$ cat src/rtl/custom_mult_csr_if.sv
`default_nettype none
// ============================================================================
// Module   : custom_mult_csr_if
// Brief    : Wishbone-slave bus bundle for the multiplier control/status block.
// Revision : 1.0
// ============================================================================
interface custom_mult_csr_if #(
    parameter int BUS_WIDTH  = 2,
    parameter int DATA_WIDTH = 32,
    parameter int BE_WIDTH   = 4
);
    logic [BUS_WIDTH-1:0]  adr_i;
    logic [DATA_WIDTH-1:0] data_i;
    logic [DATA_WIDTH-1:0] data_o;
    logic                  we_i;
    logic [BE_WIDTH-1:0]   sel_i;
    logic                  stb_i;
    logic                  ack_o;

    modport master (
        output adr_i, data_i, we_i, sel_i, stb_i,
        input  data_o, ack_o
    );

    modport slave (
        input  adr_i, data_i, we_i, sel_i, stb_i,
        output data_o, ack_o
    );
endinterface
`default_nettype wire

$ cat src/rtl/custom_mult_csr.sv
`default_nettype none
// ============================================================================
// Module   : custom_mult_csr
// Brief    : Wishbone CSR front-end that launches an N-bit multiplier core,
//            waits for completion with a timeout and captures the product.
// Revision : 1.0
// ============================================================================
module custom_mult_csr #(
    parameter int BUS_WIDTH  = 2,
    parameter int DATA_WIDTH = 32,
    parameter int BE_WIDTH   = 4,
    parameter int OP_WIDTH   = 4,
    parameter int TIMEOUT    = 64
) (
    input  wire logic                    clk_i,
    input  wire logic                    rst_i,
    custom_mult_csr_if.slave             wb,
    output logic [OP_WIDTH-1:0]          A_o,
    output logic [OP_WIDTH-1:0]          B_o,
    output logic                         start_o,
    input  wire logic [2*OP_WIDTH-1:0]   Y_i,
    input  wire logic                    fim_i,
    output logic                         busy_o,
    output logic                         irq_o
);
    localparam int CNT_W = $clog2(TIMEOUT + 1);

    typedef enum logic [1:0] {
        ST_IDLE  = 2'd0,
        ST_START = 2'd1,
        ST_WAIT  = 2'd2
    } state_t;

    state_t                  state_q, state_d;
    logic [CNT_W-1:0]        cnt_q, cnt_d;
    logic [OP_WIDTH-1:0]     a_q, a_d, b_q, b_d;
    logic [2*OP_WIDTH-1:0]   result_q, result_d;
    logic                    irq_en_q, irq_en_d;
    logic                    done_q, done_d;
    logic                    ovr_q, ovr_d;
    logic                    to_q, to_d;
    logic                    ack_q, ack_d;
    logic [DATA_WIDTH-1:0]   data_q, data_d;
    logic                    start_q, start_d;
    logic                    busy_q, busy_d;
    logic                    irq_q, irq_d;

    logic                    accept, wr, rd, busy;
    logic                    ctrl_wr, start_req, clear_req;
    logic [DATA_WIDTH-1:0]   opnd_cur, opnd_new, rdata;
    logic                    unused_opnd_bits;

    always_comb begin
        state_d   = state_q;
        cnt_d     = cnt_q;
        a_d       = a_q;
        b_d       = b_q;
        result_d  = result_q;
        irq_en_d  = irq_en_q;
        done_d    = done_q;
        ovr_d     = ovr_q;
        to_d      = to_q;

        accept    = wb.stb_i & ~ack_q;
        wr        = accept & wb.we_i;
        rd        = accept & ~wb.we_i;
        busy      = (state_q != ST_IDLE);
        ack_d     = accept;

        opnd_cur                    = '0;
        opnd_cur[OP_WIDTH-1:0]      = a_q;
        opnd_cur[16 +: OP_WIDTH]    = b_q;
        opnd_new                    = opnd_cur;
        for (int k = 0; k < BE_WIDTH; k++) begin
            if (wb.sel_i[k]) opnd_new[8*k +: 8] = wb.data_i[8*k +: 8];
        end

        ctrl_wr   = wr && (wb.adr_i == BUS_WIDTH'(0)) && wb.sel_i[0];
        start_req = ctrl_wr & wb.data_i[0];
        clear_req = ctrl_wr & wb.data_i[2];

        if (ctrl_wr) irq_en_d = wb.data_i[1];

        // Clear goes first so any event landing in the same cycle survives it.
        if (clear_req) begin
            done_d = 1'b0;
            ovr_d  = 1'b0;
            to_d   = 1'b0;
        end

        if (wr && (wb.adr_i == BUS_WIDTH'(1))) begin
            if (busy) begin
                ovr_d = 1'b1;
            end else begin
                a_d = opnd_new[OP_WIDTH-1:0];
                b_d = opnd_new[16 +: OP_WIDTH];
            end
        end
        if (start_req && busy) ovr_d = 1'b1;

        case (state_q)
            ST_IDLE: begin
                if (start_req) state_d = ST_START;
            end
            ST_START: begin
                state_d = ST_WAIT;
                cnt_d   = CNT_W'(1);
            end
            ST_WAIT: begin
                if (fim_i) begin
                    state_d  = ST_IDLE;
                    result_d = Y_i;
                    done_d   = 1'b1;
                    cnt_d    = '0;
                end else if (cnt_q == CNT_W'(TIMEOUT)) begin
                    state_d  = ST_IDLE;
                    to_d     = 1'b1;
                    cnt_d    = '0;
                end else begin
                    cnt_d    = cnt_q + CNT_W'(1);
                end
            end
            default: begin
                state_d = ST_IDLE;
                cnt_d   = '0;
            end
        endcase

        rdata = '0;
        case (wb.adr_i)
            BUS_WIDTH'(0): rdata[1] = irq_en_q;
            BUS_WIDTH'(1): rdata = opnd_cur;
            BUS_WIDTH'(2): rdata[3:0] = {to_q, ovr_q, done_q, busy_q};
            default:       rdata[2*OP_WIDTH-1:0] = result_q;
        endcase
        data_d = rd ? rdata : '0;

        start_d = (state_d == ST_START);
        busy_d  = (state_d != ST_IDLE);
        irq_d   = done_d & irq_en_d;
    end

    assign unused_opnd_bits = ^opnd_new;

    always_ff @(posedge clk_i or negedge rst_i) begin
        if (!rst_i) begin
            state_q  <= ST_IDLE;
            cnt_q    <= '0;
            a_q      <= '0;
            b_q      <= '0;
            result_q <= '0;
            irq_en_q <= 1'b0;
            done_q   <= 1'b0;
            ovr_q    <= 1'b0;
            to_q     <= 1'b0;
            ack_q    <= 1'b0;
            data_q   <= '0;
            start_q  <= 1'b0;
            busy_q   <= 1'b0;
            irq_q    <= 1'b0;
        end else begin
            state_q  <= state_d;
            cnt_q    <= cnt_d;
            a_q      <= a_d;
            b_q      <= b_d;
            result_q <= result_d;
            irq_en_q <= irq_en_d;
            done_q   <= done_d;
            ovr_q    <= ovr_d;
            to_q     <= to_d;
            ack_q    <= ack_d;
            data_q   <= data_d;
            start_q  <= start_d;
            busy_q   <= busy_d;
            irq_q    <= irq_d;
        end
    end

    assign wb.ack_o  = ack_q;
    assign wb.data_o = data_q;
    assign A_o       = a_q;
    assign B_o       = b_q;
    assign start_o   = start_q;
    assign busy_o    = busy_q;
    assign irq_o     = irq_q;
endmodule
`default_nettype wire

$ cat src/flat_wrapper.sv
// flat-port wrapper written by rule: the top's interface ports become plain ports
module custom_mult_csr_flat 
#(
    parameter int BUS_WIDTH  = 2,
    parameter int DATA_WIDTH = 32,
    parameter int BE_WIDTH   = 4,
    parameter int OP_WIDTH   = 4,
    parameter int TIMEOUT    = 64
)
  (clk_i, rst_i, A_o, B_o, start_o, Y_i, fim_i, busy_o, irq_o, wb_adr_i, wb_data_i, wb_we_i, wb_sel_i, wb_stb_i, wb_data_o, wb_ack_o);
  custom_mult_csr_if #(.BUS_WIDTH(BUS_WIDTH), .DATA_WIDTH(DATA_WIDTH), .BE_WIDTH(BE_WIDTH)) wb_i ();
  input  wire logic clk_i;
  input  wire logic rst_i;
  output logic [OP_WIDTH-1:0] A_o;
  output logic [OP_WIDTH-1:0] B_o;
  output logic start_o;
  input  wire logic [2*OP_WIDTH-1:0] Y_i;
  input  wire logic fim_i;
  output logic busy_o;
  output logic irq_o;
  input wire logic [$bits(wb_i.adr_i)-1:0] wb_adr_i;
  input wire logic [$bits(wb_i.data_i)-1:0] wb_data_i;
  input wire logic [$bits(wb_i.we_i)-1:0] wb_we_i;
  input wire logic [$bits(wb_i.sel_i)-1:0] wb_sel_i;
  input wire logic [$bits(wb_i.stb_i)-1:0] wb_stb_i;
  output wire logic [$bits(wb_i.data_o)-1:0] wb_data_o;
  output wire logic [$bits(wb_i.ack_o)-1:0] wb_ack_o;
  assign wb_i.adr_i = wb_adr_i;
  assign wb_i.data_i = wb_data_i;
  assign wb_i.we_i = wb_we_i;
  assign wb_i.sel_i = wb_sel_i;
  assign wb_i.stb_i = wb_stb_i;
  assign wb_data_o = wb_i.data_o;
  assign wb_ack_o = wb_i.ack_o;
  custom_mult_csr #(.BUS_WIDTH(BUS_WIDTH), .DATA_WIDTH(DATA_WIDTH), .BE_WIDTH(BE_WIDTH), .OP_WIDTH(OP_WIDTH), .TIMEOUT(TIMEOUT)) u_core (.clk_i(clk_i), .rst_i(rst_i), .wb(wb_i), .A_o(A_o), .B_o(B_o), .start_o(start_o), .Y_i(Y_i), .fim_i(fim_i), .busy_o(busy_o), .irq_o(irq_o));
endmodule
$ cat config.mk
export PLATFORM = sky130hd
export DESIGN_NAME = custom_mult_csr_flat
export DESIGN_NICKNAME = d
export VERILOG_FILES = /design/src/rtl/custom_mult_csr_if.sv /design/src/rtl/custom_mult_csr.sv /design/src/flat_wrapper.sv
export SDC_FILE = /design/constraint.sdc
export NUM_CORES = 1
export LEC_CHECK = 0
export CORE_UTILIZATION = 45
export CTS_CLUSTER_DIAMETER = 200
export DETAILED_ROUTE_END_ITERATION = 12
export MAX_ROUTING_LAYER = met4
export PLACE_DENSITY = 0.95
export SETUP_SLACK_MARGIN = 0.2
export SLEW_MARGIN = 20
export SYNTH_ARGS = -nofsm -noshare
export SYNTH_HDL_FRONTEND = slang
export SYNTH_SLANG_ARGS = --single-unit
$ cat constraint.sdc
create_clock -name clk_i -period 5.9 [get_ports clk_i]
set_clock_uncertainty 0.2 [all_clocks]
set_input_delay 0.885 -clock clk_i [delete_from_list [all_inputs] [get_ports clk_i]]
set_output_delay 0.885 -clock clk_i [all_outputs]
set_load 0.1 [all_outputs]
==> results of run 1 <==
flip-flops by register name, summed over array words and instances (netlist names):
name	flops
u_core.wb.data_o	12
u_core.start_o	1
u_core.to_q	1
u_core.done_q	1
u_core.B_o	4
u_core.irq_o	1
u_core.result_q	8
u_core.cnt_q	7
u_core.irq_en_q	1
u_core.ovr_q	1
u_core.busy_o	1
u_core.A_o	4
u_core.wb.ack_o	1
u_core.state_q	2
metrics by stage:
stage | area [um2] | hold slack (ps)
floorplan | 2240 | 246
global placement | 2620 | 252
detailed placement | 2620 | 266
CTS | 2720 | 283
global route | 2720 | 293
finish | 2720 | 280
synthesized netlist by cell type, types with 3 or more instances:
cell | n | area share
nand3_1 | 6 | 0.014
nor2_1 | 11 | 0.019
ha_1 | 6 | 0.035
mux2_2 | 20 | 0.10
nor2b_1 | 4 | 0.012
buf_4 | 20 | 0.069
nand2_1 | 12 | 0.021
o21ai_0 | 5 | 0.012
dfrtp_1 | 45 | 0.52
a22oi_1 | 3 | 0.010
nand3b_1 | 3 | 0.010
and2_1 | 10 | 0.029
inv_1 | 4 | 0.0069
power by group through the flow:
stage	logic, mW	clock network [mW]	registers [mW]
2_1_floorplan	0.275	0	0.650
3_3_place_gp	0.595	0	0.439
3_5_place_dp	0.613	0	0.445
4_1_cts	0.614	0.223	0.439
5_1_grt	0.649	0.238	0.450
6_report	0.614	0.222	0.440
how the worst min path moves through the flow:
stage | endpoint | cells after the start | slack (ps)
after global routing | u_core.wb.data_o[7] | 1 | 290
after detailed placement | u_core.wb.data_o[4] | 1 | 270
after global placement | u_core.wb.data_o[6] | 1 | 250
after floorplan | u_core.ovr_q | 2 | 250
after CTS | u_core.wb.ack_o | 1 | 280
final | u_core.wb.data_o[7] | 1 | 280
area by class of cell:
cell class                 count  area share
sequential                    45       0.413
multi-input combinational    134       0.345
timing repair buffer          48       0.175
clock buffer                   5      0.0253
tap                           52      0.0239
clock inverter                 2      0.0129
inverter                       4     0.00551
cells by family after synthesis:
| group | Yosys count | synth area share |
|---|---|---|
| other | 1 | 0.00173 |
| flip-flops | 45 | 0.519 |
| AO/OA/AOI/OAI | 26 | 0.0876 |
| adder cells (fa/ha/maj) | 6 | 0.0346 |
| AND/OR/NAND/NOR | 59 | 0.152 |
| buffers and inverters | 27 | 0.0818 |
| multiplexers | 23 | 0.123 |
routing by layer:
layer	vias up	share of wire	routed length, um	global-route usage
met3	7	0.056	230	0.0549
li1	710	-	-	-
met1	721	0.43	1780	0.211
met5	-	0	0	-
met2	53	0.50	2050	0.294
met4	0	0.013	53	0.0588
==> metrics.md, run 1 <==
| Metric | Value |
|---|---|
| Sequential area share after synthesis | `0.519` |
| TNS Setup | `0 ps` |
| Static leakage | `1.24 nW` |
| RR Endpoint | `u_core.B_o[2]` |
| Critical Path RT | `4820 ps` |
| Max Fclk | `0.342 GHz` |
| Critical Path End Type | `output port` |
| Io pins | `95` |
| Fillers | `359` |
| Synth Cell Area | `2170 um2` |
| Root Driver | `clkbuf_8` |
| Die W | `71.5 um` |
| Flop2flop setup slack | `3590 ps` |
| Starting Density | `0.482` |
| Max cap viols | `0` |
| Sw Ratio | `0.455` |
| Gp weighted congestion | `0.774` |
| Seq pwr share | `0.345` |
| CP Buf/Inv Count | `1` |
| CP Cell Sequence | `clkdlybuf4s50_1` |
| DR iter-0 viols | `71` |
| First-pass detailed-route iteration total | `4` |
| Final slew viol count | `0` |
| # setup viols final | `0` |
| Avg Inst Size Synth | `11.6 um2` |
| Placed Cells | `283` |
| DIE HEIGHT | `71.5 um` |
| CTS tree | `done` |
| Antenna violations before repair | `0` |
| ANT nets after route | `0` |
| Hold path start | `u_core.result_q[7]` |
| Power per cell area | `468 nW/um2` |
| Critical path depth | `1` |
| Count of unique library cells instantiated by Yosys | `40` |
| Vias in the first global route | `1477` |
| Hold buffers post-CTS | `0` |
| Area of the multi-input gates | `938 um2` |
| RSZ-0062 raised after global routing | `false` |
| Status | `finished clean` |
| CTS H-tree depth | `2` |
| Share of cells above drive strength 1 | `0.147` |
| Switch Pwr | `0.580 mW` |
| Layout area overhead | `25.5%` |
| Pin count of the biggest net entering global routing | `46` |
| Hpwl dp | `3070 um` |
| GR Overflow Total | `0` |
| Crit path kind | `reg2out` |
| Drt total wl | `4120 um` |
| Total GRT Usage | `0.179` |
| Die area | `5110 um2` |
| Final cycle utilization of the critical path | `0.496` |
| Avg Vias per Cell | `5.14` |
| Per-cell routed wire length | `14.2 um` |
| Clock transition at path regs | `80 ps` |
| Clock latency on the worst-skew pair | `300 ps` |
| Worst IR drop on VDD | `0.172 mV` |
| CTS max path bufs | `2` |
| Startpoint Class | `flop` |
| Fin. Hold Viols | `0` |
| Most common cell after layout, fill and taps aside | `clkdlybuf4s50_1` |
| Fin util | `0.605` |
| DR vias | `1491` |
| CP max-delay cell | `clkdlybuf4s50_1` |
| Max incr delay on CP | `1150 ps` |
| Finished Layout Cells | `290` |
| Gate Count Post-Synth | `187` |
| Post-synthesis register bit count | `45` |
| Clock sink count | `45` |
| Int Power | `0.696 mW` |
| Port Buffers | `48` |
| Crit path to | `A_o[0]` |
| RR Startpoint | `u_core.state_q[0]` |
| Crit path DAT | `1840 ps` |
| First-pass GRT wire length | `6860 um` |
| # nets final | `295` |
| Combinational share of power | `0.481` |
| Post_cts resized | `0` |
| Num CTS Buffers | `5` |
| Async SR Flop Fraction | `1.00` |
| Antenna diodes | `0` |
| Post-synth EDFFs | `0` |
| DRC viols | `0` |
| Pre-CTS WS | `3020 ps` |
| Critical path's top delay family | `buffers and inverters` |
| Row cnt | `24` |
| Worst setup startpoint | `u_core.A_o[0]` |
| Number of post-CTS setup repair buffers | `0` |
| Rel. slew slack | `0.346` |
| Yosys Warn Count | `0` |
| PnR worst setup slack | `2970 ps` |
| Final min period | `2930 ps` |
| Register Area | `1130 um2` |
| Slew @ Worst Pin | `977 ps` |
| Crit-path max FO | `3` |
| Clock share of power | `0.174` |
| Total power | `1.28 mW` |
| Worst hold path type | `reg2reg` |
| Ys flop type | `dfrtp_1` |
| CORE AREA | `4500 um2` |
| Worst-case reg-to-reg path depth | `4` |
| Commonest non-fill, non-tap cells in the layout | `47 x clkdlybuf4s50_1, 45 x dfrtp_1, 20 x mux2_2, 20 x conb_1, 12 x nand2_1` |
(Power assumes the default switching activity.)
==> run 2, diff against run 1 <==
--- a/config.mk
+++ b/config.mk
@@ -5,11 +5,11 @@
 export SDC_FILE = /design/constraint.sdc
 export NUM_CORES = 1
 export LEC_CHECK = 0
-export CORE_UTILIZATION = 45
+export CORE_UTILIZATION = 38
 export CTS_CLUSTER_DIAMETER = 200
 export DETAILED_ROUTE_END_ITERATION = 12
 export MAX_ROUTING_LAYER = met4
-export PLACE_DENSITY = 0.95
+export PLACE_DENSITY = 0.88
 export SETUP_SLACK_MARGIN = 0.2
 export SLEW_MARGIN = 20
 export SYNTH_ARGS = -nofsm -noshare
==> constraint.sdc (replaced) <==
create_clock -name clk_i -period 2.6 [get_ports clk_i]
set_clock_uncertainty 0.2 [all_clocks]
set_input_delay 0.39 -clock clk_i [delete_from_list [all_inputs] [get_ports clk_i]]
set_output_delay 0.39 -clock clk_i [all_outputs]
set_load 0.1 [all_outputs]
==> run 2 against run 1 <==
  * Clock-buffer cell count unchanged
  * Final area decreased by 0.60%
  * Clock power is 95% higher
  * Register-to-register slack worse by 3100 ps
  * Via count is 1.3% higher
  * First-iteration DRC count grew 7.0%
  * Sequential cell count is the same
  * Die area up 18%
  * Global-route usage fell by 3.9 points
  * Sequential power grew 130%
  * Highest routed layer unchanged
==> metrics.md, run 2 (same netlist as run 1, synthesis figures left out) <==
| Metric | Value |
|---|---|
| Worst-case reg-to-reg path depth | `6 (+2)` |
| Vias in the first global route | `1406 (-4.8%)` |
| Starting Density | `0.394 (-0.0877)` |
| CTS tree | `done` |
| Antenna diodes | `0 (unchanged)` |
| Worst IR drop on VDD | `0.570 mV (+230%)` |
| Per-cell routed wire length | `12.1 um (-15%)` |
| CORE AREA | `5510 um2 (+22%)` |
| Number of flip-flops in the largest register | `12 (unchanged)` |
| Share of cells above drive strength 1 | `0.259 (+0.112)` |
| Io pins | `95 (unchanged)` |
| ANT nets after route | `0 (unchanged)` |
| DIE HEIGHT | `77.6 um (+8.6%)` |
| Clock latency on the worst-skew pair | `300 ps (about the same)` |
| Clock sink count | `45 (unchanged)` |
| # nets final | `299 (+1.4%)` |
| Critical Path RT | `2600 ps (-2220 ps)` |
| Die W | `77.6 um (+8.6%)` |
| Port Buffers | `48 (unchanged)` |
| Die area | `6020 um2 (+18%)` |
| Avg Vias per Cell | `4.80 (-6.7%)` |
| Hold path start | `u_core.wb.ack_o` |
| CTS H-tree depth | `2 (unchanged)` |
| GR Overflow Total | `0 (unchanged)` |
| Critical Path End Type | `flop` |
| Final cycle utilization of the critical path | `0.811` |
| Most common cell after layout, fill and taps aside | `dfrtp_1` |
| Drt total wl | `3820 um (-7.3%)` |
| Root Driver | `clkbuf_8` |
| Final slew viol count | `0 (unchanged)` |
| Crit-path max FO | `7 (+4)` |
| Fin. Hold Viols | `0 (unchanged)` |
| Post_cts resized | `0 (unchanged)` |
| Clock transition at path regs | `80 ps (about the same)` |
| Antenna violations before repair | `0 (unchanged)` |
| Hpwl dp | `2860 um (-6.9%)` |
| Crit path DAT | `2100 ps (+260 ps)` |
| RSZ-0062 raised after global routing | `false` |
| Gp weighted congestion | `0.798 (+3.1%)` |
| Fillers | `474 (+32%)` |
| First-pass detailed-route iteration total | `4 (unchanged)` |
| Row cnt | `27 (+13%)` |
| Commonest non-fill, non-tap cells in the layout | `45 x dfrtp_1, 27 x buf_4, 23 x clkdlybuf4s50_1` |
| Register Area | `1130 um2 (unchanged)` |
| First-pass GRT wire length | `6320 um (-7.8%)` |
| Area of the multi-input gates | `938 um2 (unchanged)` |
| Max cap viols | `0 (unchanged)` |
| Crit path kind | `reg2reg` |
| Static leakage | `1.29 nW (+4.0%)` |
| Pin count of the biggest net entering global routing | `46 (unchanged)` |
| CTS max path bufs | `2 (unchanged)` |
| PnR worst setup slack | `492 ps (-2480 ps)` |
| TNS Setup | `0 ps (unchanged)` |
| Rel. slew slack | `0.651 (+0.304)` |
| Max Fclk | `0.474 GHz` |
| Worst hold path type | `reg2reg` |
| Final min period | `2110 ps` |
| Startpoint Class | `flop` |
| Status | `finished clean` |
| RR Startpoint | `u_core.state_q[0]` |
| DR iter-0 viols | `76 (+7.0%)` |
| Slew @ Worst Pin | `524 ps (-454 ps)` |
| DR vias | `1511 (+1.3%)` |
| Hold path depth | `1 (unchanged)` |
| Power per cell area | `1030 nW/um2 (+120%)` |
| Num CTS Buffers | `5 (unchanged)` |
| Layout area overhead | `24.7%` |
| DRC viols | `0 (unchanged)` |
| # setup viols final | `0 (unchanged)` |
| Worst setup startpoint | `u_core.state_q[0]` |
| Pre-CTS WS | `273 ps (-2750 ps)` |
| Total GRT Usage | `0.140 (-0.0394)` |
[run 2: where the power goes]
part | internal [mW] | switching (mW) | total (mW) | leakage, nW
Combinational | 0.416 | 0.959 | 1.37 | 0.659
Sequential | 0.875 | 0.120 | 0.995 | 0.591
Clock | 0.191 | 0.241 | 0.432 | 0.0445
Total | 1.48 | 1.32 | 2.80 | 1.29
[run 2: what timing repair did]
action / in CTS / in global routing
endpoints found under the hold margin: 45 / 0
buffers inserted: 0 / 0
hold buffers: 1 / 0
[run 2: worst paths after layout]
kind | to | slack, ps
max in group asynchronous | u_core.cnt_q[1] | 1350
hold / removal | u_core.wb.ack_o | 260
hold reg to reg | u_core.wb.ack_o | 260
setup / recovery | u_core.cnt_q[0] | 490
min in group asynchronous | u_core.wb.data_o[7] | 480
setup reg to reg | u_core.cnt_q[0] | 490
[run 2: per-stage QoR]
stage | power, mW | instance area [um2] | std cells | utilization | hold slack [ps]
detailed placement | 2.38 | 2610 | 306 | 0.474 | 252
floorplan | 2.10 | 2240 | 206 | - | -106
global placement | 2.34 | 2610 | 306 | 0.474 | 249
finish | 2.80 | 2710 | 315 | 0.492 | 261
global route | 2.95 | 2710 | 315 | 0.492 | 287
CTS | 2.83 | 2710 | 315 | 0.492 | 267
[run 2: per-layer routing]
layer,vias to the layer above,global-route usage,routed length (um)
met5,-,-,0
met4,0,0.0679,80
met3,6,0.0259,178
met2,46,0.241,1950
met1,736,0.155,1600
li1,723,-,-
[run 2: cell type report]
| class | count | share of cell area |
|---|---|---|
| Sequential cell | 45 | 0.416 |
| Clock buffer | 5 | 0.0254 |
| Tap cell | 72 | 0.0333 |
| Clock inverter | 3 | 0.00786 |
| Timing Repair Buffer | 52 | 0.165 |
| Multi-Input combinational cell | 134 | 0.347 |
| Inverter | 4 | 0.00555 |
[run 2: worst max-delay path, stage by stage, from the launching register on]
cell and delay [ps]:
dfrtp_1 440, inv_1 170, ha_1 240, nor2b_1 230
a21boi_2 350, a211oi_1 130, a211oi_1 250
